## src/rtl/data_axi_bridge_pkg.sv

```systemverilog
// ---------------------------------------------------------------------------
// data_axi_bridge_pkg
// Shared types and helpers for the data-side AXI bridge:
//   bridge_state_t      - top-level transaction FSM states
//   AXI_BURST_INCR      - burst encoding used on both address channels
//   AXI_SIZE_B/H/W      - AXI transfer size encodings (1, 2, 4 bytes)
//   axi_size_from_wen() - store transfer size derived from the byte enables
// ---------------------------------------------------------------------------
package data_axi_bridge_pkg;

    typedef enum logic [2:0] {
        IDLE,
        RD_A,
        RD_D,
        WR_AW,
        WR_B,
        DONE
    } bridge_state_t;

    localparam logic [1:0] AXI_BURST_INCR = 2'b01;

    localparam logic [2:0] AXI_SIZE_B = 3'd0;
    localparam logic [2:0] AXI_SIZE_H = 3'd1;
    localparam logic [2:0] AXI_SIZE_W = 3'd2;

    // Single-lane enables are byte stores, the two aligned lane pairs are
    // halfword stores, and everything else (full word and the partial-word
    // SWL/SWR patterns) goes out as a full-word transfer with strobes.
    function automatic logic [2:0] axi_size_from_wen(input logic [3:0] wen);
        case (wen)
            4'b0001, 4'b0010, 4'b0100, 4'b1000: return AXI_SIZE_B;
            4'b0011, 4'b1100:                   return AXI_SIZE_H;
            default:                            return AXI_SIZE_W;
        endcase
    endfunction

endpackage

```

## src/rtl/data_axi_bridge_axi_wr_chan.sv

```systemverilog
// ---------------------------------------------------------------------------
// axi_wr_chan
// Tracks the AW and W handshakes of a single-beat write. Both valids rise
// together when 'active' goes high; each drops on its own handshake.
// Ports:
//   clk, rst        clock, asynchronous active-high reset
//   active          bridge is in its write-address/data state
//   awready, wready slave ready inputs
//   awvalid, wvalid valid outputs towards the slave
//   both_done       both handshakes complete (including this cycle)
// ---------------------------------------------------------------------------
module axi_wr_chan (
    input  logic clk,
    input  logic rst,
    input  logic active,
    input  logic awready,
    input  logic wready,
    output logic awvalid,
    output logic wvalid,
    output logic both_done
);

    logic aw_done;
    logic w_done;
    logic aw_hs;
    logic w_hs;

    // Each side's valid is withdrawn once that side has handshaken, so a
    // slow AW does not cause a duplicate W beat and vice versa.
    always_comb begin
        awvalid   = active & ~aw_done;
        wvalid    = active & ~w_done;
        aw_hs     = awvalid & awready;
        w_hs      = wvalid & wready;
        both_done = active & (aw_done | aw_hs) & (w_done | w_hs);
    end

    // Done flags are cleared whenever the bridge is not in the write-issue
    // state, which leaves them clean for the next store.
    always_ff @(posedge clk or posedge rst) begin
        if (rst) begin
            aw_done <= 1'b0;
            w_done  <= 1'b0;
        end else if (!active) begin
            aw_done <= 1'b0;
            w_done  <= 1'b0;
        end else begin
            if (aw_hs) aw_done <= 1'b1;
            if (w_hs)  w_done  <= 1'b1;
        end
    end

endmodule

```

## src/rtl/data_axi_bridge.sv

```systemverilog
// ---------------------------------------------------------------------------
// data_axi_bridge
// Turns one formatted SRAM-like data request into one single-beat AXI
// transaction, stalling the pipeline until it finishes.
// Ports:
//   clk, rst                 clock, asynchronous active-high reset
//   req_valid/wen/addr/wdata request from EX (wen==0 means load)
//   req_size                 load size (0 byte, 1 half, 2 word)
//   stall                    freeze upstream stages
//   rdata, rdata_ok          raw load word and its one-cycle valid pulse
//   ar*/r*/aw*/w*/b*         AXI master channels
// ---------------------------------------------------------------------------
module data_axi_bridge
    import data_axi_bridge_pkg::*;
#(
    parameter logic [3:0] AXI_ID = 4'd1,
    parameter int         ADDR_W = 32,
    parameter int         DATA_W = 32
) (
    input  logic              clk,
    input  logic              rst,
    input  logic              req_valid,
    input  logic [3:0]        req_wen,
    input  logic [ADDR_W-1:0] req_addr,
    input  logic [DATA_W-1:0] req_wdata,
    input  logic [1:0]        req_size,
    output logic              stall,
    output logic [DATA_W-1:0] rdata,
    output logic              rdata_ok,
    output logic [3:0]        arid,
    output logic [ADDR_W-1:0] araddr,
    output logic [7:0]        arlen,
    output logic [2:0]        arsize,
    output logic [1:0]        arburst,
    output logic              arvalid,
    input  logic              arready,
    input  logic [3:0]        rid,
    input  logic [DATA_W-1:0] rdata_axi,
    input  logic [1:0]        rresp,
    input  logic              rlast,
    input  logic              rvalid,
    output logic              rready,
    output logic [3:0]        awid,
    output logic [ADDR_W-1:0] awaddr,
    output logic [7:0]        awlen,
    output logic [2:0]        awsize,
    output logic [1:0]        awburst,
    output logic              awvalid,
    input  logic              awready,
    output logic [3:0]        wid,
    output logic [DATA_W-1:0] wdata,
    output logic [3:0]        wstrb,
    output logic              wlast,
    output logic              wvalid,
    input  logic              wready,
    input  logic [3:0]        bid,
    input  logic [1:0]        bresp,
    input  logic              bvalid,
    output logic              bready
);

    bridge_state_t     state;
    bridge_state_t     state_next;
    logic [ADDR_W-1:0] lat_addr;
    logic [3:0]        lat_wen;
    logic [DATA_W-1:0] lat_wdata;
    logic [1:0]        lat_size;
    logic              wr_both_done;
    logic              unused_inputs;

    // Response IDs, response codes and rlast carry nothing this bridge acts on.
    assign unused_inputs = ^{rid, rresp, rlast, bid, bresp};

    // State register plus the request latch. Fields are captured only when
    // IDLE accepts a request, so upstream may change freely while stalled.
    // Load data is captured on the read handshake and held until the next load.
    always_ff @(posedge clk or posedge rst) begin
        if (rst) begin
            state     <= IDLE;
            lat_addr  <= '0;
            lat_wen   <= '0;
            lat_wdata <= '0;
            lat_size  <= '0;
            rdata     <= '0;
        end else begin
            state <= state_next;
            if (state == IDLE && req_valid) begin
                lat_addr  <= req_addr;
                lat_wen   <= req_wen;
                lat_wdata <= req_wdata;
                lat_size  <= req_size;
            end
            if (state == RD_D && rvalid) begin
                rdata <= rdata_axi;
            end
        end
    end

    axi_wr_chan u_wr_chan (
        .clk       (clk),
        .rst       (rst),
        .active    (state == WR_AW),
        .awready   (awready),
        .wready    (wready),
        .awvalid   (awvalid),
        .wvalid    (wvalid),
        .both_done (wr_both_done)
    );

    // Static channel fields come straight from the latched request. Word-size
    // stores are issued word-aligned and rely on wstrb to pick the lanes.
    always_comb begin
        arid    = AXI_ID;
        araddr  = lat_addr;
        arlen   = 8'd0;
        arsize  = {1'b0, lat_size};
        arburst = AXI_BURST_INCR;
        awid    = AXI_ID;
        awlen   = 8'd0;
        awsize  = axi_size_from_wen(lat_wen);
        awburst = AXI_BURST_INCR;
        awaddr  = (awsize == AXI_SIZE_W) ? {lat_addr[ADDR_W-1:2], 2'b00} : lat_addr;
        wid     = AXI_ID;
        wdata   = lat_wdata;
        wstrb   = lat_wen;
        wlast   = 1'b1;
    end

    // Next-state and handshake outputs. DONE is a single cycle in which the
    // pipeline advances; it never accepts a request, so a back-to-back
    // request is picked up by IDLE on the following cycle.
    always_comb begin
        state_next = state;
        stall      = 1'b0;
        arvalid    = 1'b0;
        rready     = 1'b0;
        bready     = 1'b0;
        rdata_ok   = 1'b0;
        case (state)
            IDLE: begin
                stall = req_valid;
                if (req_valid) begin
                    state_next = (req_wen == 4'b0000) ? RD_A : WR_AW;
                end
            end
            RD_A: begin
                stall   = 1'b1;
                arvalid = 1'b1;
                if (arready) state_next = RD_D;
            end
            RD_D: begin
                stall  = 1'b1;
                rready = 1'b1;
                if (rvalid) state_next = DONE;
            end
            WR_AW: begin
                stall = 1'b1;
                if (wr_both_done) state_next = WR_B;
            end
            WR_B: begin
                stall  = 1'b1;
                bready = 1'b1;
                if (bvalid) state_next = DONE;
            end
            DONE: begin
                rdata_ok   = (lat_wen == 4'b0000);
                state_next = IDLE;
            end
            default: state_next = IDLE;
        endcase
    end

endmodule
```

## config.mk

```make
export PLATFORM = sky130hd
export DESIGN_NAME = data_axi_bridge
export DESIGN_NICKNAME = d
export VERILOG_FILES = /design/src/rtl/data_axi_bridge_pkg.sv /design/src/rtl/data_axi_bridge_axi_wr_chan.sv /design/src/rtl/data_axi_bridge.sv
export SDC_FILE = /design/constraint.sdc
export NUM_CORES = 1
export LEC_CHECK = 0
export ABC_AREA = 0
export BUFFER_PORTS_ARGS = -buffer_cell sky130_fd_sc_hd__buf_2
export CORE_AREA = 2 2 115 117
export DETAILED_ROUTE_END_ITERATION = 12
export DIE_AREA = 0 0 117 119
export MAX_ROUTING_LAYER = met4
export PLACE_DENSITY = 0.81
export SETUP_SLACK_MARGIN = 0.15
export SYNTH_ARGS = -nofsm -noshare
export SYNTH_HDL_FRONTEND = slang
export SYNTH_SLANG_ARGS = --single-unit
export TNS_END_PERCENT = 5
```

## constraint.sdc

```tcl
create_clock -name clk -period 4.3 [get_ports clk]
set_clock_uncertainty 0.05 [all_clocks]
set_input_delay 0.215 -clock clk [delete_from_list [all_inputs] [get_ports clk]]
set_output_delay 0.215 -clock clk [all_outputs]
set_load 0.01 [all_outputs]
```

---- After elaboration in Yosys (flattened, before gate mapping) ----
Cells that the tools add are included.
word-level totals
  register bits ........................... 107
  input port bits ......................... 123
  output and inout port bits .............. 178
  word-level logic and storage cells ...... 64
operators by class
  equality and inequality tests ........... 19
  muxes and demuxes ....................... 18
  bitwise logic cells ..................... 10
  reductions and logical operators ........ 9
operators with widths
  operator            count
  $mux 3              5
  $pmux 3 s5          1
  $ne 2x2->1 const B  7
  $eq 3x2->1 const B  3
  $eq 4x2->1 const B  2
  $eq 4x4->1 const B  2
  $logic_not 4->1     2
  $mux 1              8
  $reduce_or 4->1     2
  $and 1x1->1         6
  $eq 3x3->1 const B  2
  $reduce_and 5->1    1
  $eq 4x1->1 const B  1
  $eq 4x3->1 const B  1
  $mux 2              2
  $pmux 2 s2          1
  $eq 3x1->1 const B  1
  $logic_not 3->1     1
  $logic_and 1x1->1   2
  $not 1->1           2
  $or 1x1->1          2
  $pmux 1 s2          1
  $reduce_or 2->1     1

---- Logic depth before layout (Yosys ltp) ----
Gate-level depths: netlist of run 1.
  word-level depth ........................ 8
  mapped depth ............................ 6
  mapped depth without buffers ............ 3

---- By module ----
Synthesis of run 1 repeated with hierarchy kept, for this count alone.
second synthesis, totals
  cell total of the unflattened synthesis .. 334
  area, all modules ....................... 4,758.3 um^2
by module, submodules not included
  module           times used  cells an instance  area an instance (um^2)  seq. area each (um^2)
  data_axi_bridge  1           326                4,664.5                  2,627.5
  axi_wr_chan      1           8                  93.8                     50.0

---- Worst setup path after synthesis of run 1 ----
OpenSTA, ideal clock, no wires.
  kind .................................... reg2reg
  start ................................... register state[1]
  end ..................................... register lat_addr[0] (netlist: araddr[0])
  setup time .............................. 125 ps
  arrival ................................. 1,529 ps
  data required time ...................... 4,125 ps
  slack ................................... 2,596 ps
  cell stages (with the launch flop) ...... 5
  buffers on the path ..................... 2
  period minus slack after synthesis ...... 1,704 ps
  cell sequence ........................... dfrtp_1 -> buf_6 -> nor4b_4 -> buf_6 -> mux2_4
between the ends
  word-level cells in the longest chain between the ends .. 2
RTL lines
  item                      RTL line               source
  start: declaration        data_axi_bridge.sv:62  bridge_state_t state;
  start signal: assignment  data_axi_bridge.sv:86  state <= state_next;
  $logic_not 3->1           data_axi_bridge.sv:87  if (state == IDLE && req_valid) begin
  $logic_and 1x1->1         data_axi_bridge.sv:87
  end signal: assignment    data_axi_bridge.sv:88  lat_addr <= req_addr;
  end: declaration          data_axi_bridge.sv:64  logic [ADDR_W-1:0] lat_addr;
No other way between the ends.
A chain may end at the register's enable or synchronous reset.

---- Worst setup path in the final report of run 1 ----
  start ................................... register state[0]
  end ..................................... register lat_addr[19] (netlist: araddr[19])
Same word-level chain as after synthesis.

==> impl_metrics.env, run 1 <==
export IMPL_status="finished, final reports clean"
export IMPL_total_power_mw=5.02
export IMPL_dieHeight_um=119
export IMPL_die_area_um2=13900
export IMPL_power_leakage_nw=3.31
export IMPL_synth_top_area_share_pct=53.6
export IMPL_num_vias=3244
export IMPL_h_tree_depth=3
export IMPL_worst_setup_path_type="reg2reg"
export IMPL_synth_seq_cells=107
export IMPL_cts_tree="done"
export IMPL_areaGrowthSynthToFinish_pct=26.5
export IMPL_die_w_um=117
export IMPL_antenna_found_initial=0
export IMPL_avgSynthCellArea_um2=14.9
export IMPL_final_nets=679
export IMPL_crit_family="buffers and inverters"
export IMPL_routed_wl_mm=10.6
export IMPL_maxSlewViolCount=0
export IMPL_antenna_cells=0
export IMPL_place_ws_ns=2.17
export IMPL_cap_violations=0
export IMPL_synthCells=334
export IMPL_ys_types=30
export IMPL_crit_arrival_ns=2.30
export IMPL_hpwl_mm=8.01
export IMPL_drive_gt1_share_pct=65.8
export IMPL_gr_usage_all_layers_pct=15.2
export IMPL_gr_total_overflow=0
export IMPL_cts_buffer_depth=2
export IMPL_holdCritPathClass="in2reg"
export IMPL_yosysTopAreaCell="dfrtp_1"
export IMPL_grt_pass1_wl_mm=15.9
export IMPL_fillers=1135
export IMPL_cts_setup_buffers=0
export IMPL_critPathMaxFanout=44
export IMPL_numCtsBuffers=9
export IMPL_path_clk_slew_ns=0.07
export IMPL_grt_pass1_vias=3191
export IMPL_final_cell_mix="buf_2 (252), dfrtp_1 (107), mux2_4 (70), conb_1 (35), mux2_2 (24)"
export IMPL_grt_max_degree=61
export IMPL_setup_viol=0
export IMPL_drc=0
export IMPL_vias_per_cell=4.40
export IMPL_coreArea_um2=12900
export IMPL_setup_ws_ns=2.18
export IMPL_final_common_cell="buf_2"
export IMPL_netlist_area_um2=4990
export IMPL_clk_latency_ns=0.34
export IMPL_period_share_pct=49.2
export IMPL_start_kind="flop"
export IMPL_dpl_cell_count=720
export IMPL_io_pins=301
export IMPL_power_density_nw_per_um2=795
export IMPL_fin_crit_ns=2.12
export IMPL_place_congestion=0.781
export IMPL_critPathMaxStageDelay_ns=0.65
export IMPL_stdcell_count=737
export IMPL_wl_per_cell_um=14.4
export IMPL_rsz0062_at_grt="no"
export IMPL_ir_worst_vdd_uv=316
export IMPL_row_count=42
export IMPL_seq_area_frac_synth_pct=53.6
export IMPL_drt_iter0_drc=124
export IMPL_cp_slowest_cell="buf_4"
export IMPL_fmax_mhz=473
export IMPL_critical_path_required_ns=4.48
export IMPL_root_buffer="clkbuf_16"
export IMPL_cts_resized=0
export IMPL_timing_setup_tns_ns=0
export IMPL_fin_util_pct=49.1
export IMPL_clock_sinks=107
export IMPL_start_util_pct=38.8
export IMPL_tightest_slew_ns=0.799
export IMPL_first_pass_iters=4
export IMPL_hold_violations=0
export IMPL_cp_cell_sequence="nor4b_4, buf_4, mux2_4"
export IMPL_yosys_top_cells_area="dfrtp_1 (54%), mux2_4 (21%), buf_4 (10%), mux2_2 (5.4%), mux2_1 (2.0%)"
export IMPL_endpoint_kind="flop"
export IMPL_io_buffer_count=252
export IMPL_ant_nets=0
export IMPL_max_slew_margin_pct=46.8
export IMPL_ys_warn_count=0
export IMPL_cp_buffers_inverters=1
==> through the flow <==
step	area [µm²]	hold slack [ns]
after CTS	6320	0.0196
after global routing	6320	0.0275
final	6320	0.0313
after global placement	6010	0.305
after floorplan	5110	0.290
after detailed placement	6010	0.335
==> Yosys cell counts, drive strengths merged <==
cell,instances
and2,2
o21ai,1
inv,3
mux2i,2
nor3b,2
buf,78
nor2,12
or3,1
and3,3
nor4b,1
o221ai,1
nor2b,3
nand3,2
xnor2,1
o22ai,2
or4,1
conb,2
nand2,1
o211ai,2
clkbuf,1
a21oi,1
and2b,1
dfrtp,107
mux2,103
a31o,1
==> path summary, 6_finish.rpt <==
path / to / slack (ns) / from / cells after the start
max reg2reg: araddr[19] / 2.18 / state[0] / 3
max: araddr[19] / 2.18 / state[0] / 3
min: rdata[7] / 0.03 / rdata_axi[7] / 2
min in group asynchronous: rdata[12] / 0.52 / rst / 3
max in group asynchronous: state[0] / 2.57 / rst / 4
min reg2reg: rdata[8] / 0.44 / rdata[8] / 1
==> final cells by class <==
class                           instances  area (µm²)  area share [%]
Sequential cell                       107        2680            42.4
Multi-Input combinational cell        178        1810            28.7
Timing Repair Buffer                  257        1300            20.6
Clock buffer                           13         270            4.28
Tap cell                              176         220            3.49
Clock inverter                          3        21.3           0.337
Inverter                                3        13.8           0.218
==> report_power, final <==
part | internal (mW) | switching, mW
clock | 0.441 | 0.357
sequential | 1.52 | 0.355
combinational | 1.29 | 1.05
==> flip-flops by register name, summed over array words and instances, names as in the netlist <==
register           cells
rdata                 32
u_wr_chan.aw_done      1
lat_size               2
state                  3
u_wr_chan.w_done       1
araddr                32
wdata                 32
wstrb                  4
==> routing by layer <==
metal  vias to the layer above  GRT usage [%]  part of all wire, %
li1                       1474              -                    -
met1                      1599           17.9                   41
met2                       155           25.0                   51
met3                        16           2.70                  5.9
met4                         0           7.06                  2.5
met5                         -              -                    0
==> repair_timing <==
item                       CTS  global route
setup endpoints to repair    0             0
hold endpoints to repair    59             0
hold buffers                 1             0
==> cell families (layout without fill, tap and decap cells) <==
| logic type | after synthesis | count (layout) | synth area share (%) |
|---|---|---|---|
| AOI/OAI and AO/OA | 8 | 8 | 1.10 |
| xor gates and xnor gates | 1 | 1 | 0.176 |
| buffers and inverters | 82 | 276 | 12.5 |
| DFF | 107 | 107 | 53.6 |
| muxes | 105 | 105 | 28.9 |
| other | 2 | 35 | 0.150 |
| and+or+nand+nor | 29 | 29 | 3.48 |
==> worst reg2reg max path: cells and delay by family (launching register included) <==
kind,cells,cell delay [ns]
buffers and inverters,1,0.65
DFF,1,0.54
muxes,1,0.42
and+or+nand+nor,1,0.35
Note: power is estimated with default switching activity, not from simulation.
==> inputs of run 2 (changes only) <==
==> constraint.sdc (replaced) <==
create_clock -name clk -period 2 [get_ports clk]
set_clock_uncertainty 0.05 [all_clocks]
set_input_delay 0.1 -clock clk [delete_from_list [all_inputs] [get_ports clk]]
set_output_delay 0.1 -clock clk [all_outputs]
set_load 0.01 [all_outputs]
==> impl_metrics.env, run 2 (same netlist as run 1, synthesis figures left out) <==
export IMPL_status="finished, final reports clean"
export IMPL_gr_total_overflow=0
export IMPL_drc=0
export IMPL_dieHeight_um=119
export IMPL_dpl_cell_count=734
export IMPL_setup_ws_ns=0.217
export IMPL_drive_gt1_share_pct=56.5
export IMPL_fin_util_pct=58.7
export IMPL_cts_resized=0
export IMPL_rsz0062_at_grt="yes"
export IMPL_hold_violations=0
export IMPL_cp_slowest_cell="dfrtp_1"
export IMPL_power_frac_comb_pct=48.6
export IMPL_cts_buffer_depth=2
export IMPL_antenna_cells=0
export IMPL_clk_latency_ns=0.34
export IMPL_fin_crit_ns=1.78
export IMPL_timing_setup_tns_ns=0
export IMPL_crit_family="buffers and inverters"
export IMPL_p_sw_share_pct=35.2
export IMPL_h_tree_depth=3
export IMPL_final_nets=799
export IMPL_cp_cell_sequence="nor4b_4, buf_4, buf_12, buf_12, mux2_4"
export IMPL_total_power_mw=11.4
export IMPL_start_kind="flop"
export IMPL_die_w_um=117
export IMPL_maxSlewViolCount=0
export IMPL_hold_slack_ns=0.0479
export IMPL_crit_top_cell="buf_12"
export IMPL_io_pins=301
export IMPL_period_share_pct=89.1
export IMPL_grt_max_degree=108
export IMPL_critical_path_required_ns=2.18
export IMPL_critPathMaxFanout=19
export IMPL_numCtsBuffers=9
export IMPL_fmax_mhz=561
export IMPL_vias_per_cell=4.43
export IMPL_first_pass_iters=4
export IMPL_place_ws_ns=0.184
export IMPL_num_vias=3794
export IMPL_cts_tree="done"
export IMPL_die_area_um2=13900
export IMPL_drt_iter0_drc=201
export IMPL_design_area_um2=7560
export IMPL_row_count=42
export IMPL_hpwl_mm=8.43
export IMPL_place_area_um2=6180
export IMPL_clock_sinks=107
export IMPL_power_density_nw_per_um2=1510
export IMPL_endpoint_kind="flop"
export IMPL_grt_pass1_wl_mm=20.2
export IMPL_io_buffer_count=252
export IMPL_holdCritPathClass="in2reg"
export IMPL_crit_arrival_ns=1.96
export IMPL_ant_nets=0
export IMPL_start_util_pct=38.8
export IMPL_areaGrowthSynthToFinish_pct=51.5
export IMPL_tightest_slew_ns=0.568
export IMPL_wl_per_cell_um=15.7
export IMPL_gr_usage_all_layers_pct=19.5
export IMPL_cp_buffers_inverters=3
export IMPL_final_cell_mix="buf_2 (252), dfrtp_1 (107), dlygate4sd3_1 (106), mux2_4 (70), conb_1 (35)"
export IMPL_path_clk_slew_ns=0.07
export IMPL_power_leakage_nw=3.85
export IMPL_antenna_found_initial=0
export IMPL_final_common_cell="buf_2"
export IMPL_setup_viol=0
export IMPL_worst_setup_path_type="reg2reg"
export IMPL_clock_power_share_pct=15.6
export IMPL_coreArea_um2=12900
export IMPL_critPathMaxStageDelay_ns=0.48
export IMPL_stdcell_count=857
export IMPL_place_congestion=0.773
export IMPL_cap_violations=0
export IMPL_seqPwrFrac_pct=35.8
export IMPL_root_buffer="clkbuf_16"
export IMPL_max_slew_margin_pct=62.1
export IMPL_grt_pass1_vias=4009
export IMPL_routed_wl_mm=13.4
export IMPL_cell_internal_pwr_mw=7.39
export IMPL_p_switching_mw=4.02
export IMPL_ir_worst_vdd_uv=830
-- run 2: layer usage --
layer,share of wire [%],global-route usage (%)
met1,38,20.4
met2,54,35.1
met3,4.9,2.95
met4,3.3,9.93
met5,0,-
-- run 2: final cells by class --
type                    instances  area (µm²)
multi-input cells             178        1810
clock inverters                 2        16.3
fillers                       947        5310
well taps                     176         220
inverters                       3        15.0
repair buffers                377        2530
flip-flops and latches        107        2680
clock buffers                  14         294
-- run 2: worst paths after layout --
check	to	cells past startpoint	startpoint	slack, ns
max	araddr[7]	5	state[1]	0.22
min	state[0]	3	req_valid	0.05
max reg2reg	araddr[7]	5	state[1]	0.22
min reg2reg	rdata[9]	1	rdata[9]	0.44
max in group asynchronous	wdata[2]	4	rst	1.06
min in group asynchronous	rdata[7]	4	rst	0.40
-- run 2: repair_timing --
item / in CTS / in global routing
endpoints found under the setup margin: 0 / 67
hold buffers: 106 / 0
setup buffers: 0 / 1
hold endpoints to repair: 212 / 0
-- run 2: worst register-to-register path, delay by kind of cell, from the launching register on --
family,cells,cell delay [ns]
muxes,1,0.32
DFF,1,0.48
buffers and inverters,3,0.55
and+or+nand+nor,1,0.28
-- run 2: power by group through the flow --
stage | registers [mW] | logic [mW] | clock network (mW)
after floorplan | 4.45 | 3.22 | 0
after global placement | 3.98 | 5.20 | 0
after detailed placement | 4.06 | 5.33 | 0
after CTS | 4.04 | 5.51 | 1.83
after global routing | 4.22 | 5.93 | 1.91
final | 4.09 | 5.55 | 1.78
